==> src/rtl/term_esc_parser_pkg.sv <==
// term_esc_parser_pkg: shared types, ASCII/control constants and SGR helpers for
// the terminal escape parser.
package term_esc_parser_pkg;

    localparam int unsigned BYTE_W  = 8;
    localparam int unsigned COLOR_W = 12;
    localparam int unsigned PAL_W   = 3;

    typedef enum logic [1:0] {
        ST_IDLE = 2'd0,
        ST_ESC  = 2'd1,
        ST_CSI  = 2'd2,
        ST_GAP  = 2'd3
    } state_e;

    localparam logic [BYTE_W-1:0] ASCII_ESC  = 8'h1B;
    localparam logic [BYTE_W-1:0] ASCII_LBRK = 8'h5B;
    localparam logic [BYTE_W-1:0] ASCII_QM   = 8'h3F;
    localparam logic [BYTE_W-1:0] ASCII_SEMI = 8'h3B;
    localparam logic [BYTE_W-1:0] ASCII_DEL  = 8'h7F;

    localparam logic [BYTE_W-1:0] FINAL_SGR = 8'h6D;  // 'm'
    localparam logic [BYTE_W-1:0] FINAL_ED  = 8'h4A;  // 'J'
    localparam logic [BYTE_W-1:0] FINAL_CUP = 8'h48;  // 'H'
    localparam logic [BYTE_W-1:0] FINAL_SET = 8'h68;  // 'h'
    localparam logic [BYTE_W-1:0] FINAL_RST = 8'h6C;  // 'l'

    localparam logic [BYTE_W-1:0] DEC_CURSOR_VIS = 8'd25;
    localparam logic [BYTE_W-1:0] DEC_CURSOR_BLK = 8'd12;

    localparam logic [BYTE_W-1:0] CTL_CLEAR = 8'h0C;
    localparam logic [BYTE_W-1:0] CTL_HOME  = 8'h1E;

    localparam logic [COLOR_W-1:0] FG_DEFAULT = 12'hFFF;
    localparam logic [COLOR_W-1:0] BG_DEFAULT = 12'h000;

    typedef struct packed {
        logic               cursor_visible;
        logic               cursor_block;
        logic [COLOR_W-1:0] fg;
        logic [COLOR_W-1:0] bg;
        logic               underline;
    } attr_t;

    // Palette index of an SGR colour code (30-37 or 40-47); meaningless otherwise.
    function automatic logic [PAL_W-1:0] sgr_pal_idx(input logic [BYTE_W-1:0] p);
        logic [BYTE_W-1:0] off;
        off = (p >= 8'd40) ? (p - 8'd40) : (p - 8'd30);
        return PAL_W'(off);
    endfunction

    // Decimal digit accumulate, saturating at 255.
    function automatic logic [BYTE_W-1:0] acc_digit(input logic [BYTE_W-1:0] p,
                                                    input logic [3:0] d);
        logic [11:0] t;
        t = 12'(p) * 12'd10 + 12'(d);
        return (t > 12'd255) ? 8'hFF : t[BYTE_W-1:0];
    endfunction

    // Apply one SGR parameter to the attribute set.
    function automatic attr_t sgr_apply(input attr_t a, input logic [BYTE_W-1:0] p,
                                        input logic [COLOR_W-1:0] pal);
        attr_t r;
        r = a;
        if (p == 8'd0) begin
            r.fg        = FG_DEFAULT;
            r.bg        = BG_DEFAULT;
            r.underline = 1'b0;
        end else if (p == 8'd4) begin
            r.underline = 1'b1;
        end else if (p == 8'd24) begin
            r.underline = 1'b0;
        end else if (p >= 8'd30 && p <= 8'd37) begin
            r.fg = pal;
        end else if (p >= 8'd40 && p <= 8'd47) begin
            r.bg = pal;
        end
        return r;
    endfunction

endpackage

==> src/rtl/term_esc_parser_palette.sv <==
// term_palette: 3-bit ANSI colour index -> RGB444 (combinational).
//   idx    in  3   ANSI colour index (bit0 R, bit1 G, bit2 B)
//   rgb_c  out 12  RGB444 colour; index 7 maps to full white
module term_palette
    import term_esc_parser_pkg::*;
(
    input  logic [PAL_W-1:0]   idx,
    output logic [COLOR_W-1:0] rgb_c
);

    always_comb begin
        rgb_c = {idx[0] ? 4'hA : 4'h0, idx[1] ? 4'hA : 4'h0, idx[2] ? 4'hA : 4'h0};
        // White matches the reset foreground rather than the dim 0xAAA.
        if (idx == 3'd7) begin
            rgb_c = FG_DEFAULT;
        end
    end

endmodule

==> src/rtl/term_esc_parser.sv <==
// term_esc_parser: byte-stream front end for the VGA character terminal. Decodes a
// small ANSI/VT100 subset (SGR colours/underline, DEC cursor modes, ED, CUP) and
// forwards printable/control bytes with a strobe followed by a write gap.
// Optional feature macro: TERM_ESC_TIMEOUT_EN (abandon idle ESC/CSI sequences).
//   clk, reset                   clock, async active-high reset
//   rx_data/rx_valid/rx_ready    byte input handshake
//   data/dataStrobe/dataType     emitted byte, one-cycle strobe, 1 = control code
//   cursorVisible/cursorBlock    cursor mode
//   fgColor/bgColor/underline    character attributes
module term_esc_parser
    import term_esc_parser_pkg::*;
#(
    parameter int unsigned STROBE_GAP  = 4
`ifdef TERM_ESC_TIMEOUT_EN
    , parameter int unsigned ESC_TIMEOUT = 1000000
`endif
) (
    input  logic               clk,
    input  logic               reset,
    input  logic [BYTE_W-1:0]  rx_data,
    input  logic               rx_valid,
    output logic               rx_ready,
    output logic [BYTE_W-1:0]  data,
    output logic               dataStrobe,
    output logic               dataType,
    output logic               cursorVisible,
    output logic               cursorBlock,
    output logic [COLOR_W-1:0] fgColor,
    output logic [COLOR_W-1:0] bgColor,
    output logic               underline
);

    localparam int unsigned GAP_W = (STROBE_GAP > 1) ? $clog2(STROBE_GAP) : 1;
    localparam attr_t ATTR_RESET = '{cursor_visible: 1'b1, cursor_block: 1'b1,
                                     fg: FG_DEFAULT, bg: BG_DEFAULT, underline: 1'b0};

    state_e             state_q, state_d;
    logic [GAP_W-1:0]   gap_q, gap_d;
    logic [BYTE_W-1:0]  p0_q, p0_d, p1_q, p1_d;
    logic [1:0]         idx_q, idx_d;     // 2 = beyond second parameter, digits ignored
    logic               priv_q, priv_d;
    logic               first_q, first_d;
    logic               rx_ready_q, rx_ready_d;
    logic [BYTE_W-1:0]  data_q, data_d;
    logic               strobe_q, strobe_d;
    logic               type_q, type_d;
    attr_t              attr_q, attr_d;

    logic               accept;
    logic               emit;
    logic [BYTE_W-1:0]  emit_byte;
    logic               emit_type;
    logic [PAL_W-1:0]   pal0_idx, pal1_idx;
    logic [COLOR_W-1:0] pal0_rgb, pal1_rgb;

    assign accept   = rx_valid && rx_ready_q;
    assign pal0_idx = sgr_pal_idx(p0_q);
    assign pal1_idx = sgr_pal_idx(p1_q);

    term_palette u_pal_p0 (.idx(pal0_idx), .rgb_c(pal0_rgb));
    term_palette u_pal_p1 (.idx(pal1_idx), .rgb_c(pal1_rgb));

`ifdef TERM_ESC_TIMEOUT_EN
    localparam int unsigned TMO_W = (ESC_TIMEOUT > 1) ? $clog2(ESC_TIMEOUT) : 1;
    logic [TMO_W-1:0] tmo_q, tmo_d;
`endif

    // Parser next-state, parameter accumulation and attribute execution.
    always_comb begin
        state_d   = state_q;
        gap_d     = gap_q;
        p0_d      = p0_q;
        p1_d      = p1_q;
        idx_d     = idx_q;
        priv_d    = priv_q;
        first_d   = first_q;
        data_d    = data_q;
        strobe_d  = 1'b0;
        type_d    = type_q;
        attr_d    = attr_q;
        emit      = 1'b0;
        emit_byte = rx_data;
        emit_type = 1'b0;
`ifdef TERM_ESC_TIMEOUT_EN
        tmo_d     = tmo_q;
`endif

        unique case (state_q)
            ST_IDLE: begin
                if (accept) begin
                    if (rx_data == ASCII_ESC) begin
                        state_d = ST_ESC;
                    end else if (rx_data != ASCII_DEL) begin
                        emit      = 1'b1;
                        emit_type = (rx_data < 8'h20);
                    end
                end
            end
            ST_ESC: begin
                if (accept) begin
                    if (rx_data == ASCII_LBRK) begin
                        state_d = ST_CSI;
                        p0_d    = '0;
                        p1_d    = '0;
                        idx_d   = 2'd0;
                        priv_d  = 1'b0;
                        first_d = 1'b1;
                    end else if (rx_data != ASCII_ESC) begin
                        state_d = ST_IDLE;
                    end
                end
            end
            ST_CSI: begin
                if (accept) begin
                    first_d = 1'b0;
                    if (rx_data >= 8'h30 && rx_data <= 8'h39) begin
                        if (idx_q == 2'd0) begin
                            p0_d = acc_digit(p0_q, rx_data[3:0]);
                        end else if (idx_q == 2'd1) begin
                            p1_d = acc_digit(p1_q, rx_data[3:0]);
                        end
                    end else if (rx_data == ASCII_SEMI) begin
                        if (idx_q != 2'd2) begin
                            idx_d = idx_q + 2'd1;
                        end
                    end else if (rx_data == ASCII_QM && first_q) begin
                        priv_d = 1'b1;
                    end else if (rx_data == ASCII_ESC) begin
                        state_d = ST_ESC;
                    end else if (rx_data >= 8'h40 && rx_data <= 8'h7E) begin
                        state_d = ST_IDLE;
                        if (!priv_q) begin
                            if (rx_data == FINAL_SGR) begin
                                attr_d = sgr_apply(attr_q, p0_q, pal0_rgb);
                                if (idx_q != 2'd0) begin
                                    attr_d = sgr_apply(attr_d, p1_q, pal1_rgb);
                                end
                            end else if (rx_data == FINAL_ED) begin
                                emit      = 1'b1;
                                emit_byte = CTL_CLEAR;
                                emit_type = 1'b1;
                            end else if (rx_data == FINAL_CUP) begin
                                emit      = 1'b1;
                                emit_byte = CTL_HOME;
                                emit_type = 1'b1;
                            end
                        end else if (rx_data == FINAL_SET || rx_data == FINAL_RST) begin
                            if (p0_q == DEC_CURSOR_VIS) begin
                                attr_d.cursor_visible = (rx_data == FINAL_SET);
                            end else if (p0_q == DEC_CURSOR_BLK) begin
                                attr_d.cursor_block = (rx_data == FINAL_SET);
                            end
                        end
                    end else begin
                        state_d = ST_IDLE;
                    end
                end
            end
            ST_GAP: begin
                if (gap_q == '0) begin
                    state_d = ST_IDLE;
                end else begin
                    gap_d = gap_q - GAP_W'(1);
                end
            end
            default: state_d = ST_IDLE;
        endcase

        if (emit) begin
            data_d   = emit_byte;
            type_d   = emit_type;
            strobe_d = 1'b1;
            state_d  = ST_GAP;
            gap_d    = GAP_W'(STROBE_GAP - 1);
        end

`ifdef TERM_ESC_TIMEOUT_EN
        // Reload on any byte that leaves us mid-sequence; count down while idle in one.
        if (accept) begin
            if (state_d == ST_ESC || state_d == ST_CSI) begin
                tmo_d = TMO_W'(ESC_TIMEOUT - 1);
            end
        end else if (state_q == ST_ESC || state_q == ST_CSI) begin
            if (tmo_q == '0) begin
                state_d = ST_IDLE;
            end else begin
                tmo_d = tmo_q - TMO_W'(1);
            end
        end
`endif

        rx_ready_d = (state_d != ST_GAP);
    end

    // State and output registers.
    always_ff @(posedge clk or posedge reset) begin
        if (reset) begin
            state_q    <= ST_IDLE;
            gap_q      <= '0;
            p0_q       <= '0;
            p1_q       <= '0;
            idx_q      <= 2'd0;
            priv_q     <= 1'b0;
            first_q    <= 1'b0;
            rx_ready_q <= 1'b1;
            data_q     <= '0;
            strobe_q   <= 1'b0;
            type_q     <= 1'b0;
            attr_q     <= ATTR_RESET;
        end else begin
            state_q    <= state_d;
            gap_q      <= gap_d;
            p0_q       <= p0_d;
            p1_q       <= p1_d;
            idx_q      <= idx_d;
            priv_q     <= priv_d;
            first_q    <= first_d;
            rx_ready_q <= rx_ready_d;
            data_q     <= data_d;
            strobe_q   <= strobe_d;
            type_q     <= type_d;
            attr_q     <= attr_d;
        end
    end

`ifdef TERM_ESC_TIMEOUT_EN
    // Escape inactivity counter.
    always_ff @(posedge clk or posedge reset) begin
        if (reset) begin
            tmo_q <= '0;
        end else begin
            tmo_q <= tmo_d;
        end
    end
`endif

    assign rx_ready      = rx_ready_q;
    assign data          = data_q;
    assign dataStrobe    = strobe_q;
    assign dataType      = type_q;
    assign cursorVisible = attr_q.cursor_visible;
    assign cursorBlock   = attr_q.cursor_block;
    assign fgColor       = attr_q.fg;
    assign bgColor       = attr_q.bg;
    assign underline     = attr_q.underline;

endmodule

==> config.mk <==
export PLATFORM = sky130hd
export DESIGN_NAME = term_esc_parser
export DESIGN_NICKNAME = d
export VERILOG_FILES = /design/src/rtl/term_esc_parser_pkg.sv /design/src/rtl/term_esc_parser_palette.sv /design/src/rtl/term_esc_parser.sv
export SDC_FILE = /design/constraint.sdc
export NUM_CORES = 1
export LEC_CHECK = 0
export BUFFER_PORTS_ARGS = -buffer_cell sky130_fd_sc_hd__buf_4
export CORE_MARGIN = 2
export CORE_UTILIZATION = 32
export CTS_CLUSTER_SIZE = 8
export DETAILED_ROUTE_END_ITERATION = 10
export PLACE_DENSITY = 0.58
export SLEW_MARGIN = 30
export SYNTH_ARGS = -nofsm -noshare
export SYNTH_HDL_FRONTEND = slang
export SYNTH_HIERARCHICAL = 1
export SYNTH_SLANG_ARGS = --single-unit
==> constraint.sdc <==
create_clock -name clk -period 3.2 [get_ports clk]
set_clock_uncertainty 0.2 [all_clocks]
set_input_delay 0.32 -clock clk [delete_from_list [all_inputs] [get_ports clk]]
set_output_delay 0.32 -clock clk [all_outputs]
set_load 0.02 [all_outputs]
# Yosys cells after proc, flatten, opt, wreduce, memory -nomap -nowiden
# Cells that the tools add are included.
[totals] regBits=62 latch_bits=0 mem_bits_rw=0 romBits=0 input_bits=11 output_inout_bits=38 elab_cells=220 mem_count=0
[classes] add_sub_neg=8 mul=2 div_mod_pow=0 order_cmp=15 eq_ne=38 n_shift=0 muxes=109 n_bitwise=6 n_reduce_logical=26
[ops] operator="8-bit two-way mux" n=22
[ops] operator="12-bit two-way mux" n=8
[ops] operator="24-bit two-way mux" n=4
[ops] operator="25-bit two-way mux" n=3
[ops] operator="8-bit by 7-bit equality test with 1-bit output (second input constant)" n=6
[ops] operator="2-bit two-way mux" n=22
[ops] operator="8-bit by 6-bit less-or-equal comparator with 1-bit output (second input constant)" n=5
[ops] operator="1-bit two-way mux" n=34
[ops] operator="8-bit by 5-bit equality test with 1-bit output (second input constant)" n=4
[ops] operator="8-bit case mux with 2 select lines" n=2
[ops] operator="2-bit != test (second input constant)" n=15
[ops] operator="12-bit by 4-bit adder with 12-bit output" n=2
[ops] operator="8-bit by 6-bit greater-or-equal comparator with 1-bit output (second input constant)" n=3
[ops] operator="12-bit by 8-bit > comparator with 1-bit output (second input constant)" n=2
[ops] operator="4-bit two-way mux" n=6
[ops] operator="8-bit by 3-bit multiplier with 11-bit output (second input constant)" n=2
[ops] operator="7-bit AND reduction" n=3
[ops] operator="8-bit by 3-bit equality test with 1-bit output (second input constant)" n=2
[ops] operator="8-bit by 6-bit equality test with 1-bit output (second input constant)" n=2
[ops] operator="8-bit by 5-bit greater-or-equal comparator with 1-bit output (second input constant)" n=2
[ops] operator="8-bit zero test" n=2
[ops] operator="11-bit AND reduction" n=1
[ops] operator="10-bit AND reduction" n=1
[ops] operator="9-bit AND reduction" n=1
[ops] operator="other kinds (25)" n=50

# Longest topological paths before layout
# Gate-level depths: netlist of the first run.
[logic_depth] depth_word=15 ltp_mapped=9 mapped_depth_nobuf=8

# Cells and area by module
# Netlist of the first run, hierarchy kept.
[by_module_without_submodules] mod="term_esc_parser" instances=1 cells_per_inst=486 area_each_um2=4713.3 seq_area_each_um2=1570.3
[by_module_without_submodules] mod="term_palette" instances=2 cells_per_inst=12 area_each_um2=77.6 seq_area_each_um2=0.0

# Worst setup path before layout of the first run
# OpenSTA, ideal clock, no wires.
[synth_timing] kind="reg2reg" start="register p1_q[1]" end="register p1_q[0]" setup_ns=0.089 arrival_time_ns=2.591 required_ns=2.911 setup_slack_ns=0.321 path_stages_with_launch=9 n_path_buf=0 period_less_slack_ns=2.879 cell_sequence="dfrtp_1 > ha_1 > ha_1 > fa_1 > xnor2_1 > nor4b_1 > nor3_1 > mux2_2 > a41oi_1"
[synth_between] elab_chain_len=9
[synth_lines] element="start: declaration" line_no="term_esc_parser.sv:39" source="logic [BYTE_W-1:0] p0_q, p0_d, p1_q, p1_d;"
[synth_lines] element="start signal: assignment" line_no="term_esc_parser.sv:214" source="p1_q <= p1_d;"
[synth_lines] element="8-bit by 3-bit multiplier with 11-bit output" line_no="term_esc_parser_pkg.sv:56" source="t = 12'(p) * 12'd10 + 12'(d);"
[synth_lines] element="12-bit by 4-bit adder with 12-bit output" line_no="term_esc_parser_pkg.sv:56"
[synth_lines] element="12-bit by 8-bit > comparator with 1-bit output" line_no="term_esc_parser_pkg.sv:57" source="return (t > 12'd255) ? 8'hFF : t[BYTE_W-1:0];"
[synth_lines] element="8-bit two-way mux" line_no="term_esc_parser_pkg.sv:57"
[synth_lines] element="8-bit two-way mux" line_no="term_esc_parser.sv:119" source="end else if (idx_q == 2'd1) begin"
[synth_lines] element="8-bit two-way mux" line_no="term_esc_parser.sv:117" source="if (idx_q == 2'd0) begin"
[synth_lines] element="8-bit two-way mux" line_no="term_esc_parser.sv:116" source="if (rx_data >= 8'h30 && rx_data <= 8'h39) begin"
[synth_lines] element="8-bit two-way mux" line_no="term_esc_parser.sv:114" source="if (accept) begin"
[synth_lines] element="8-bit case mux with 2 select lines" line_no="term_esc_parser.sv:88" source="unique case (state_q)"
# Every way passes these cells. The select of a mux whose other input is x is not followed.
# A chain may end at the register's enable or synchronous reset.

# Final worst setup path of the first run
[layout_timing] start="register p1_q[3]" end="register p1_q[2]"
# The elaborated chain is that of the path after synthesis.

==> results.cfg, run 1 <==
[yosys]
mappedNetlistArea_mm2 = 0.004868
async_flop_share_pct = 100.0
synth_edf_count = 0
yosys_most_used_dff = dfrtp_1
ys_types = 69
postSynthCellCount = 510
avgSynthCellArea_um2 = 9.546
synth_seq_area_share_pct = 32.25
synth.area.top_cells = dfrtp_1 (24%), ha_1 (9.3%), dfstp_2 (8.1%)
synth_nets = 561
yosysTopAreaCellShare_pct = 24.16
synth_top_area_cell = dfrtp_1
synth-seq-cells = 62
yosysWarnings = 6

[drt]
vias = 4058
ant_nets = 0
wire_per_inst_um = 16.44
viasPerCell = 5.536
drtIter0Drc = 289
drc = 0
routed_wl_mm = 12.05
drtPass1Iterations = 4

[power]
power_uw = 2586
p_leak_uw = 0.002576
powerDensity_mw_per_mm2 = 458.2
vdd_ir_drop_max_mv = 0.3672

[run_status]
outcome = completed

[timing]
rsz0062_at_grt = false
finalSetupViolations = 0
tightest_slew_ns = 0.8166
whs_ns = 0.02952
fmax_mhz = 331.7
period_share_pct = 94.21
hold_violations = 0
fin_setup_tns_ns = 0
slew_violations = 0
maxSlewHeadroom_pct = 45.56
fin_crit_ns = 3.015

[die]
die_area_mm2 = 0.01622
row_count = 45
start_util_pct = 32.38
ios = 49
die_h_um = 127.3
core_area_mm2 = 0.01503
die_w_um = 127.3

[global_routing]
overflow = 0
grt.total_usage_pct = 15.49
antenna_found_initial = 0
grt_pass1_wl_mm = 20.33
first_global_vias = 4083
grt_max_degree = 63

[clocking]
cts_sinks = 62
clk_path_buf_depth = 2
cts_tree = yes
cts_root_buffer = clkbuf_16
cts_buffers = 9
clk_pin_slew_worst_paths_ns = 0.06
cts_hold_buf = 0
cts_max_level = 3
clk_latency_ns = 0.34

[hold_path]
hold_path.class = input pin to asynchronous set/reset pin

[worst_setup_path]
cp_max_fo = 8
startpoint_type = register
crit_arrival_ns = 3.07
critPathKind = register to register
cp-end-kind = register
required_ns = 3.25

[cells_and_area]
layout.nets = 591
syn2layout_area_growth_pct = 15.93
antenna_cells = 0
drive_gt1_share_pct = 25.69
design_area_mm2 = 0.005644

[place]
port_buffers = 48
dpl-instance-area_mm2 = 0.005321
hpwlAfterDp_mm = 8.531
gp_congestion = 0.8598

[job]
cap_violations = 0
[layer usage]
| metal | vias to the layer above | routed length, um | GRT usage, % | part of all wire [%] |
|---|---|---|---|---|
| met3 | 11 | 547 | 3.978 | 4.5 |
| met2 | 93 | 5901 | 25.35 | 49 |
| met5 | - | 0 | 0 | 0 |
| met4 | 0 | 141 | 5.236 | 1.2 |
| li1 | 1961 | - | - | - |
| met1 | 1993 | 5458 | 19.96 | 45 |
[logic make-up after synthesis]
| family | Yosys count | synth area share (%) |
|---|---|---|
| flops | 62 | 32.25 |
| simple gates | 126 | 16.60 |
| xor+xnor | 15 | 2.699 |
| fa+ha+maj | 40 | 10.90 |
| buf+inv | 79 | 8.095 |
| compound gates | 164 | 24.06 |
| mux | 24 | 5.397 |
[placed cells by master (no fill, tap or decap), drive strengths merged, types with 12 or more instances in the layout]
| cell | n |
|---|---|
| a21oi | 41 |
| a2bb2oi | 19 |
| a31oi | 19 |
| buf | 65 |
| clkbuf | 12 |
| dfrtp | 47 |
| dfstp | 15 |
| ha | 36 |
| inv | 33 |
| mux2 | 18 |
| nand2 | 30 |
| nand3 | 14 |
| nor2 | 15 |
| o21ai | 20 |
| xnor2 | 14 |
[worst max-delay path, cell delays in order (launching register included)]
cell and delay [ns]:
dfrtp_1 0.47, ha_1 0.33, ha_1 0.35, or2_2 0.32, and3_1 0.23, nor4b_1 0.36
mux2_2 0.46, a41oi_1 0.21
[state kept, by name, indices dropped and copies added (netlist names)]
signal,cells
dataStrobe,1
p1_q,8
state_q,2
cursorVisible,1
p0_q,8
data,8
bgColor,12
cursorBlock,1
first_q,1
dataType,1
gap_q,2
priv_q,1
idx_q,2
rx_ready,1
underline,1
fgColor,12
[path summary, 6_finish.rpt]
path	from	endpoint	slack (ns)	cells after the start
setup / recovery	p1_q[3]	p1_q[2]	0.19	7
hold / removal	reset	priv_q	0.03	3
setup reg to reg	p1_q[3]	p1_q[2]	0.19	7
hold reg to reg	cursorBlock	cursorBlock	0.27	2
max in group asynchronous	reset	bgColor[7]	2.25	3
min in group clk	rx_data[7]	data[7]	0.06	2
[per-stage QoR]
step | std cells | util [%] | setup WS (ns)
2_1_floorplan | 510 | - | 0.3208
3_3_place_gp | 717 | 35.40 | 0.2056
3_5_place_dp | 717 | 35.40 | 0.1533
4_1_cts | 733 | 37.50 | 0.1401
5_1_grt | 733 | 37.54 | 0.05290
6_report | 733 | 37.54 | 0.1851
[cells in the mapped netlist (4+ instances only)]
library cell   n
dfrtp_1       47
a21oi_1       40
ha_1          36
inv_1         33
nand2_1       30
buf_4         20
a2bb2oi_1     19
a31oi_1       19
o21ai_0       19
clkbuf_1      18
mux2_2        18
dfstp_2       15
nand3_1       14
nor2_1        14
xnor2_1       14
a22oi_1       10
a41oi_1       10
or2_2          8
and3_1         7
buf_2          6
mux2i_1        6
nand3b_1       6
nor3_1         6
a21o_1         5
or3_1          5
fa_1           4
nor4_1         4
nor4_4         4
nor4b_1        4
o31a_1         4
[what timing repair did]
item,in CTS,in global routing
setup buffers,0,0
endpoints found under the setup margin,0,6
gates resized for setup,0,1
hold endpoints to repair,0,0
[where the power goes]
part           internal [uW]  switching (uW)  total (uW)
clock                    701             366        1070
combinational            248             294         542
sequential               895            83.2         978
total                   1840             743        2590
[area by class of cell]
class                      count  area (um2)
clock buffer                  12       246.5
clock inverter                 4       70.07
fill                        1463        9389
inverter                      33       123.9
multi-input combinational    369        2910
sequential                    62        1570
tap                          188       235.2
timing repair buffer          65       488.0
Power figures use the tool's default switching activity.
==> run 2: changes to the inputs <==
--- a/config.mk
+++ b/config.mk
@@ -7,10 +7,10 @@
 export LEC_CHECK = 0
 export BUFFER_PORTS_ARGS = -buffer_cell sky130_fd_sc_hd__buf_4
 export CORE_MARGIN = 2
-export CORE_UTILIZATION = 32
+export CORE_UTILIZATION = 42
 export CTS_CLUSTER_SIZE = 8
 export DETAILED_ROUTE_END_ITERATION = 10
-export PLACE_DENSITY = 0.58
+export PLACE_DENSITY = 0.7
 export SLEW_MARGIN = 30
 export SYNTH_ARGS = -nofsm -noshare
 export SYNTH_HDL_FRONTEND = slang
==> constraint.sdc (replaced) <==
create_clock -name clk -period 3.65 [get_ports clk]
set_clock_uncertainty 0.2 [all_clocks]
set_input_delay 0.365 -clock clk [delete_from_list [all_inputs] [get_ports clk]]
set_output_delay 0.365 -clock clk [all_outputs]
set_load 0.005 [all_outputs]
==> results.cfg, run 2 (synthesis gave the netlist of run 1 again) <==
[drt]
wl_met1_mm = 5.115
drc = 0
dr.max_layer_used = met4
wire_per_inst_um = 17.24
dr_wl_met3_um = 538
drtIter0Drc = 234
ant_nets = 0
viasPerCell = 6.053
drtPass1Iterations = 4
routed_wl_mm = 11.65
vias = 4092
wl_met2_mm = 5.807

[worst_setup_path]
critPathMaxStageDelay_ns = 0.49
critPathLaunch = p1_q[1]
slowest_stage = dfrtp_1
startpoint_type = register
cp_max_fo = 9
critPathTopFamily = adder cells
worst-path-buf-inv = 0
critical-path-top-cell-by-count = ha_1
timing.rr.start = p1_q[1]
crit_arrival_ns = 3.22
cp-end-kind = register
critPathKind = register to register
path_cells = ha_1, ha_1, fa_1, xnor2_1, nor4b_1, nor3_1, mux2_2, a41oi_1
required_ns = 3.69

[die]
core_area_mm2 = 0.01137
die_h_um = 111.7
row_count = 39
start_util_pct = 42.82
die_w_um = 111.7
ios = 49
die_area_mm2 = 0.01247

[cells_and_area]
drive_gt1_share_pct = 23.64
post-route-util_pct = 48.54
mostFrequentLayoutCells = buf_4 (52), dfrtp_1 (47), a21oi_1 (40)
antenna_cells = 0
multi_input_area_mm2 = 0.002904
nFillCells = 1050
syn2layout_area_growth_pct = 13.36
regArea_mm2 = 0.001570
final_common_cell = buf_4
layout.nets = 579

[timing]
period_share_pct = 86.99
slew_violations = 0
rsz0062_at_grt = false
fin_setup_tns_ns = 0
maxSlewHeadroom_pct = 39.93
fmax_mhz = 314.9
finalSetupViolations = 0
hold_violations = 0
tightest_slew_ns = 0.8944
fin_crit_ns = 3.175

[hold_path]
hold_path.class = input pin to register
min-delay-start = rx_data[7]

[place]
port_buffers = 48
hpwlAfterDp_mm = 8.179
gp_congestion = 0.8840

[global_routing]
grt.total_usage_pct = 19.42
grt_pass1_wl_mm = 20.02
antenna_found_initial = 0
first_global_vias = 4116
overflow = 0
grt_max_degree = 35

[power]
p_leak_uw = 0.002525
power_uw = 2243
powerDensity_mw_per_mm2 = 406.5
vdd_ir_drop_max_mv = 0.3133

[clocking]
cts_buffers = 9
post_cts_resized = 0
cts_root_buffer = clkbuf_16
clk_path_buf_depth = 2
clk_pin_slew_worst_paths_ns = 0.05
cts_tree = yes
cts_sinks = 62
cts_hold_buf = 1
cts_max_level = 3
clk_latency_ns = 0.33
postCtsSetupBuffers = 0

[run_status]
outcome = completed

[job]
cap_violations = 0
-- run 2: changes by cell type in the layout (fill, tap and decap cells not counted), sizes merged --
| cell | delta |
|---|---|
| buf | -13 |
| clkinv | -1 |
| bufinv | +1 |
| dlygate4sd3 | +1 |
-- run 2: where the power goes --
part,leakage [uW],switching [uW],internal (uW)
clock,0.000167,300,684
sequential,0.000772,72.9,784
combinational,0.00159,192,210
-- run 2: metrics by stage --
stage	hold WS (ns)	cells	setup WS, ns	area [um2]
2_1_floorplan	0.2494	510	0.7708	4868
3_3_place_gp	0.2591	659	0.6403	5167
3_5_place_dp	0.2635	659	0.5000	5167
4_1_cts	0.1053	676	0.4793	5519
5_1_grt	0.1045	676	0.2744	5519
6_report	0.1152	676	0.4748	5519
-- run 2: path summary, 6_finish.rpt --
check / depth (start not counted) / slack, ns / end
max: 8 / 0.47 / p1_q[1]
min: 2 / 0.12 / data[7]
max reg2reg: 8 / 0.47 / p1_q[1]
min reg2reg: 2 / 0.27 / cursorVisible
max in group asynchronous: 4 / 1.84 / fgColor[0]
min in group asynchronous: 3 / 0.48 / idx_q[0]
-- run 2: layout make-up --
type	count	area share (%)
Tap cell	143	3.242
Clock inverter	4	1.723
Inverter	33	2.244
Sequential cell	62	28.45
Clock buffer	12	4.466
Timing Repair Buffer	53	7.255
Multi-Input combinational cell	369	52.62
-- run 2: metal layers --
metal	vias up	GRT usage [%]
li1	1929	-
met1	2047	25.47
met4	0	6.749
met2	98	31.92
met5	-	0
met3	18	4.083
